$ cat config.mk
export PLATFORM = sky130hd
export DESIGN_NAME = vpg_timing_gen
export DESIGN_NICKNAME = d
export VERILOG_FILES = /design/src/rtl/vpg_timing_gen.sv
export SDC_FILE = /design/constraint.sdc
export NUM_CORES = 1
export LEC_CHECK = 0
export ABC_CLOCK_PERIOD_IN_PS = 26600
export CORE_ASPECT_RATIO = 1.75
export CORE_MARGIN = 8
export CORE_UTILIZATION = 54
export DETAILED_ROUTE_END_ITERATION = 7
export GPL_TIMING_DRIVEN = 1
export PLACE_DENSITY = 0.77
export SLEW_MARGIN = 15
export SYNTH_ARGS = -nofsm -noshare
export SYNTH_HDL_FRONTEND = slang
export SYNTH_SLANG_ARGS = --single-unit
$ cat constraint.sdc
create_clock -name clk -period 26.6 [get_ports clk]
set_input_delay 5.32 -clock clk [delete_from_list [all_inputs] [get_ports clk]]
set_output_delay 5.32 -clock clk [all_outputs]
set_load 0.01 [all_outputs]
$ cat src/rtl/vpg_timing_gen.sv
// Video pattern generator: programmable sync/DE timing with colour bars, grey ramp, checkerboard and solid fill.
// Latency: every output is registered 2 clk after the counter state that produced it; cfg_pending 1 clk after cfg_load.
// Backpressure: none, free-running at the pixel clock; new timing is taken only at the frame boundary.
// Optional build: define VPG_SCROLL_EN to scroll patterns 0 and 2 by one pixel per frame.
module vpg_timing_gen #(
  parameter int COORD_W = 12,
  parameter int DATA_W  = 8,
  parameter int H_TOTAL = 2199,
  parameter int H_SYNC  = 43,
  parameter int H_START = 189,
  parameter int H_END   = 2109,
  parameter int V_TOTAL = 1124,
  parameter int V_SYNC  = 4,
  parameter int V_START = 40,
  parameter int V_END   = 1120
) (
  input  logic                  clk,
  input  logic                  reset,
  input  logic                  cfg_load,
  input  logic [COORD_W-1:0]    cfg_h_total,
  input  logic [COORD_W-1:0]    cfg_h_sync,
  input  logic [COORD_W-1:0]    cfg_h_start,
  input  logic [COORD_W-1:0]    cfg_h_end,
  input  logic [COORD_W-1:0]    cfg_v_total,
  input  logic [COORD_W-1:0]    cfg_v_sync,
  input  logic [COORD_W-1:0]    cfg_v_start,
  input  logic [COORD_W-1:0]    cfg_v_end,
  input  logic                  cfg_hs_neg,
  input  logic                  cfg_vs_neg,
  input  logic [1:0]            cfg_pattern,
  input  logic [3*DATA_W-1:0]   cfg_solid,
  output logic                  cfg_pending,
  output logic                  vid_hs,
  output logic                  vid_vs,
  output logic                  vid_de,
  output logic [DATA_W-1:0]     vid_r,
  output logic [DATA_W-1:0]     vid_g,
  output logic [DATA_W-1:0]     vid_b,
  output logic                  frame_start
);

  typedef struct packed {
    logic [COORD_W-1:0]  h_total;
    logic [COORD_W-1:0]  h_sync;
    logic [COORD_W-1:0]  h_start;
    logic [COORD_W-1:0]  h_end;
    logic [COORD_W-1:0]  v_total;
    logic [COORD_W-1:0]  v_sync;
    logic [COORD_W-1:0]  v_start;
    logic [COORD_W-1:0]  v_end;
    logic                hs_neg;
    logic                vs_neg;
    logic [1:0]          pattern;
    logic [3*DATA_W-1:0] solid;
  } cfg_t;

  localparam cfg_t CFG_RESET = '{
    h_total: COORD_W'(H_TOTAL), h_sync: COORD_W'(H_SYNC),
    h_start: COORD_W'(H_START), h_end: COORD_W'(H_END),
    v_total: COORD_W'(V_TOTAL), v_sync: COORD_W'(V_SYNC),
    v_start: COORD_W'(V_START), v_end: COORD_W'(V_END),
    hs_neg: 1'b0, vs_neg: 1'b0, pattern: 2'd0, solid: '0};

  logic [COORD_W-1:0]  h_cnt_q, h_cnt_d, v_cnt_q, v_cnt_d;
  cfg_t                act_q, act_d, shd_q, shd_d, cfg_in;
  logic                pending_q, pending_d;
  logic                h_wrap, v_wrap, frame_wrap;
`ifdef VPG_SCROLL_EN
  logic [COORD_W-1:0]  offset_q, offset_d;
`endif

  logic                s1_hs_q, s1_hs_d, s1_vs_q, s1_vs_d, s1_de_q, s1_de_d, s1_fs_q, s1_fs_d;
  logic [3*DATA_W-1:0] s1_rgb_q, s1_rgb_d;
  logic                vid_hs_q, vid_hs_d, vid_vs_q, vid_vs_d, vid_de_q, vid_de_d, vid_fs_q, vid_fs_d;
  logic [3*DATA_W-1:0] vid_rgb_q, vid_rgb_d;

  logic                hs_raw, vs_raw, de_raw;
  logic [COORD_W-1:0]  px_x, px_y, act_w, x_bar, x_chk;
  logic [2:0]          bar_idx;
  logic [DATA_W-1:0]   pr, pg, pb;
  logic                unused_bits;

  assign cfg_in = '{
    h_total: cfg_h_total, h_sync: cfg_h_sync, h_start: cfg_h_start, h_end: cfg_h_end,
    v_total: cfg_v_total, v_sync: cfg_v_sync, v_start: cfg_v_start, v_end: cfg_v_end,
    hs_neg: cfg_hs_neg, vs_neg: cfg_vs_neg, pattern: cfg_pattern, solid: cfg_solid};

  // Counter advance (>= wrap recovers from shrinking timing), shadow capture and frame-boundary apply
  always_comb begin
    h_wrap     = (h_cnt_q >= act_q.h_total);
    v_wrap     = (v_cnt_q >= act_q.v_total);
    frame_wrap = h_wrap && v_wrap;
    h_cnt_d    = h_wrap ? '0 : h_cnt_q + COORD_W'(1);
    v_cnt_d    = v_cnt_q;
    if (h_wrap) v_cnt_d = v_wrap ? '0 : v_cnt_q + COORD_W'(1);
    act_d      = act_q;
    shd_d      = shd_q;
    pending_d  = pending_q;
    if (frame_wrap) begin
      if (pending_q) act_d = shd_q;
      pending_d = 1'b0;
    end
    // A load on the apply cycle lands after the old shadow has been taken
    if (cfg_load) begin
      shd_d     = cfg_in;
      pending_d = 1'b1;
    end
`ifdef VPG_SCROLL_EN
    offset_d   = frame_wrap ? offset_q + COORD_W'(1) : offset_q;
`endif
  end

  // Raw sync/DE and pixel colour from the current counter state, then the two-stage output pipe
  always_comb begin
    hs_raw = (h_cnt_q <= act_q.h_sync);
    vs_raw = (v_cnt_q <= act_q.v_sync);
    de_raw = (h_cnt_q > act_q.h_start) && (h_cnt_q <= act_q.h_end) &&
             (v_cnt_q > act_q.v_start) && (v_cnt_q <= act_q.v_end);
    px_x   = h_cnt_q - act_q.h_start - COORD_W'(1);
    px_y   = v_cnt_q - act_q.v_start - COORD_W'(1);
    act_w  = act_q.h_end - act_q.h_start;
`ifdef VPG_SCROLL_EN
    x_bar  = COORD_W'(({1'b0, px_x} + {1'b0, offset_q}) % {1'b0, act_w});
    x_chk  = px_x + offset_q;
`else
    x_bar  = px_x;
    x_chk  = px_x;
`endif
    bar_idx = 3'({x_bar, 3'b000} / {3'b000, act_w});
    pr = '0;
    pg = '0;
    pb = '0;
    case (act_q.pattern)
      // Bar order white..black: red off for bars 2,3,6,7; green off for 4..7; blue off for odd bars
      2'd0: begin
        pr = {DATA_W{~bar_idx[1]}};
        pg = {DATA_W{~bar_idx[2]}};
        pb = {DATA_W{~bar_idx[0]}};
      end
      2'd1: begin
        pr = px_x[COORD_W-1 -: DATA_W];
        pg = pr;
        pb = pr;
      end
      2'd2: begin
        pr = {DATA_W{x_chk[5] ^ px_y[5]}};
        pg = pr;
        pb = pr;
      end
      default: {pr, pg, pb} = act_q.solid;
    endcase
    s1_hs_d   = hs_raw ^ act_q.hs_neg;
    s1_vs_d   = vs_raw ^ act_q.vs_neg;
    s1_de_d   = de_raw;
    s1_fs_d   = (h_cnt_q == '0) && (v_cnt_q == '0);
    s1_rgb_d  = de_raw ? {pr, pg, pb} : '0;
    vid_hs_d  = s1_hs_q;
    vid_vs_d  = s1_vs_q;
    vid_de_d  = s1_de_q;
    vid_fs_d  = s1_fs_q;
    vid_rgb_d = s1_rgb_q;
  end

  assign unused_bits = ^{px_y[COORD_W-1:6], px_y[4:0], x_chk[COORD_W-1:6], x_chk[4:0]};

  // All state and output registers; reset restores parameter timing and drops any pending load
  always_ff @(posedge clk or posedge reset) begin
    if (reset) begin
      h_cnt_q   <= '0;
      v_cnt_q   <= '0;
      act_q     <= CFG_RESET;
      shd_q     <= '0;
      pending_q <= 1'b0;
`ifdef VPG_SCROLL_EN
      offset_q  <= '0;
`endif
      s1_hs_q   <= 1'b0;
      s1_vs_q   <= 1'b0;
      s1_de_q   <= 1'b0;
      s1_fs_q   <= 1'b0;
      s1_rgb_q  <= '0;
      vid_hs_q  <= 1'b0;
      vid_vs_q  <= 1'b0;
      vid_de_q  <= 1'b0;
      vid_fs_q  <= 1'b0;
      vid_rgb_q <= '0;
    end else begin
      h_cnt_q   <= h_cnt_d;
      v_cnt_q   <= v_cnt_d;
      act_q     <= act_d;
      shd_q     <= shd_d;
      pending_q <= pending_d;
`ifdef VPG_SCROLL_EN
      offset_q  <= offset_d;
`endif
      s1_hs_q   <= s1_hs_d;
      s1_vs_q   <= s1_vs_d;
      s1_de_q   <= s1_de_d;
      s1_fs_q   <= s1_fs_d;
      s1_rgb_q  <= s1_rgb_d;
      vid_hs_q  <= vid_hs_d;
      vid_vs_q  <= vid_vs_d;
      vid_de_q  <= vid_de_d;
      vid_fs_q  <= vid_fs_d;
      vid_rgb_q <= vid_rgb_d;
    end
  end

  assign cfg_pending = pending_q;
  assign vid_hs      = vid_hs_q;
  assign vid_vs      = vid_vs_q;
  assign vid_de      = vid_de_q;
  assign frame_start = vid_fs_q;
  assign vid_r       = vid_rgb_q[3*DATA_W-1 -: DATA_W];
  assign vid_g       = vid_rgb_q[2*DATA_W-1 -: DATA_W];
  assign vid_b       = vid_rgb_q[DATA_W-1:0];

endmodule

==> run metrics <==
GRT overflow=0; Starting Density=0.547; clock transition at the registers of the reported paths=approximately 0.07 ns; slew margin rel.=0.270; slew at the pin closest to its max-slew limit=about 1.1 ns; Slew Limit Fails=0; Iteration-0 DRC Markers=956; Critical Path Most Common Cell=a21oi_2; Buffers on Ports=roughly 160; Worst EP required=~27 ns; Worst Skew=0.0261 ns; first-pass GRT wire length=104000 um; GPL Wtd Cong=0.932; largest family of logic cells by synthesized area=compound AO/OA/AOI/OAI gates; critical path capture point type=flip-flop; Async S/R FF share, synth=1.00; Synth Area in Compound Gates=0.167; Clock Sinks=329; worst-path fanout max=8; antenna-violating nets left=0; Crit path largest cell delay=between 0.5 and 0.6 ns; Layout area overhead=33.7%; final period utilization=0.978; std cell rows=97; Ports=~160; clk_lat worst skew=0.56 ns; Synth Area in XOR/XNOR=0.0392; Register-to-Register Path Depth=138; clock root buffer=clkbuf_16; initial antenna violation count=1; syn_nets=approximately 2500; Cell Count Post-Placement=3101; fmax=38.4 MHz; TritonCTS buffer count=26; status=finished clean; final net count=just over 3000; CP startpoint kind=flip-flop; Critical-path top delay cell=dfstp_2; vias in the first global route=roughly 20000; Mapped Area=21800 sq um; fin cells=3196; Hold Vio Cnt, Final=0; die height=about 280 um; hold crit path type=reg -> reg; Post-Syn Instances=2114; hold buffers post-CTS=0; Synth Area in Simple Gates=0.101; multiplexer share of the synthesized area=0.145; Filler Cell Count=2754; GRT Util Overall=0.276; clock period minus worst slack=26.02 ns; Yosys warnings=0; DR vias/cell=5.96; Avg Cell Area, Syn=10.3 sq um; MaxCap Viol Count=0; Post-synth EDFFs=0; DIE WIDTH=168 um; H-tree depth=1; Max Root-Sink Buffers=3; CTS tree=done; worst hold path cell count=0; diode count=0; post-synthesis cell type count=96; core area=around 40000 sq um; Top FF cell, synth=dfrtp_1; unrepaired setup endpoints after global routing=yes; wire per inst=21.1 um; total wire length=67600 um; sequential share of the synthesized area=0.379; kind of critical path=reg -> reg; largest net degree at the start of global routing=108; Post-Synth Adder-Cell Area=0.131; final setup fails=0; full die area=47400 sq um; via count=between 15000 and 20000; First-pass DRT Iterations=5; FF+latch count, synth=329; CP arrival=26.48 ns; DRC=0; dpl hpwl=52100 um; share of cells above drive strength 1=0.373
==> metal layers <==
layer,wire length (um),track usage,up-vias
li1,-,-,8823
met5,12,0,-
met4,5840,0.214,2
met3,2630,0.0332,323
met1,22800,0.259,9318
met2,36300,0.532,588
==> cell type report <==
cell class	instances	area (sq um)	area share
clock buffer	32	703	0.0241
clock inverter	16	235	0.00806
tap	495	619	0.0212
inverter	148	563	0.0193
sequential	329	8270	0.283
timing repair buffer	600	4950	0.170
multi-input combinational	1576	13900	0.474
==> critical path, delay by kind of cell (launching register included) <==
family	cells	cell delay, ns
DFF	1	0.56
adders and majority gates	16	4.65
AOI/OAI and AO/OA	77	12.62
and+or+nand+nor	34	6.16
muxes	2	0.60
buffers and inverters	9	1.26
==> worst paths after layout <==
| path | startpoint | to | slack, ns |
|---|---|---|---|
| worst max-delay path | act_q[88] | s1_rgb_q[3] | 0.58 |
| worst min-delay path | s1_rgb_q[17] | vid_rgb_q[17] | 0.35 |
| worst max register to register | act_q[88] | s1_rgb_q[3] | 0.58 |
| worst min register to register | s1_rgb_q[17] | vid_rgb_q[17] | 0.35 |
| max in group asynchronous | reset | s1_rgb_q[19] | 19.04 |
| min in group asynchronous | reset | act_q[27] | 5.32 |
==> flip-flops by register name, indices dropped and copies added (netlist names) <==
register and count:
v_cnt_q 12, vid_vs 1, act_q 124, vid_rgb_q 24, cfg_pending 1, frame_start 1
vid_de 1, s1_fs_q 1, s1_rgb_q 24, s1_hs_q 1, s1_vs_q 1, shd_q 124
vid_hs 1, s1_de_q 1, h_cnt_q 12
==> repair_timing <==
| item | in CTS | in global routing |
|---|---|---|
| buffers inserted | 6 | 42 |
| pin swaps | 7 | 140 |
| endpoints found under the setup margin | 8 | 15 |
| hold endpoints to repair | 0 | 0 |
| gates resized for setup | 19 | 191 |
==> kinds of logic after synthesis <==
kind of cell    Yosys count
simple gates            437
fa+ha+maj               227
xor+xnor                 97
compound gates          534
flops                   329
mux                     281
buf+inv                 209
==> Yosys cell counts, types with 6 or more instances <==
| cell | number | area share |
|---|---|---|
| nor3_1 | 34 | 0.0078 |
| buf_2 | 10 | 0.0023 |
| xnor2_1 | 62 | 0.025 |
| nand4_1 | 26 | 0.0074 |
| mux2_2 | 268 | 0.14 |
| o21bai_1 | 12 | 0.0041 |
| ha_1 | 224 | 0.13 |
| o21ai_0 | 98 | 0.022 |
| dfstp_2 | 32 | 0.039 |
| o31ai_1 | 11 | 0.0038 |
| a31oi_1 | 14 | 0.0040 |
| nor2b_1 | 17 | 0.0049 |
| and3_1 | 16 | 0.0046 |
| a211oi_1 | 11 | 0.0038 |
| o211ai_1 | 13 | 0.0045 |
| xor2_1 | 34 | 0.014 |
| nand3_1 | 38 | 0.0087 |
| nor2_1 | 112 | 0.019 |
| a22o_1 | 6 | 0.0024 |
| a21oi_1 | 144 | 0.033 |
| o21a_1 | 38 | 0.013 |
| inv_1 | 148 | 0.025 |
| or2_2 | 15 | 0.0043 |
| dfrtp_1 | 297 | 0.34 |
| nand2_1 | 102 | 0.018 |
| a21o_1 | 92 | 0.032 |
| or3_1 | 7 | 0.0020 |
| clkbuf_1 | 45 | 0.0077 |
| mux2_1 | 6 | 0.0031 |
| nand2b_1 | 19 | 0.0054 |
| and2_1 | 9 | 0.0026 |
==> metrics by stage <==
step,utilization,TNS (ns),area [sq um],setup WS (ns),hold WS [ns]
3_3_place_gp,0.674,-0.381,26900,-0.0878,0.332
3_5_place_dp,0.674,-4.62,26900,-0.635,0.335
2_1_floorplan,-,0,22000,0.00755,0.331
6_report,0.731,0,29200,0.582,0.348
5_1_grt,0.731,-4.03,29200,-0.570,0.357
4_1_cts,0.701,0,28000,0.0416,0.347
==> layout by cell type, fill, tap and decap left out, types with 61 or more instances in the layout <==
| cell type | instances |
|---|---|
| mux2_2 | 259 |
| buf_4 | 433 |
| xnor2_1 | 61 |
| clkdlybuf4s50_1 | 154 |
| dfrtp_1 | 297 |
| o21ai_0 | 65 |
| a21oi_1 | 111 |
| ha_1 | 190 |
| nand2_1 | 97 |
| a21o_1 | 91 |
| inv_1 | 141 |
| nor2_1 | 102 |
Power is not shown: default switching activity piles up to over one toggle a cycle in this logic, so the estimate is an artifact.
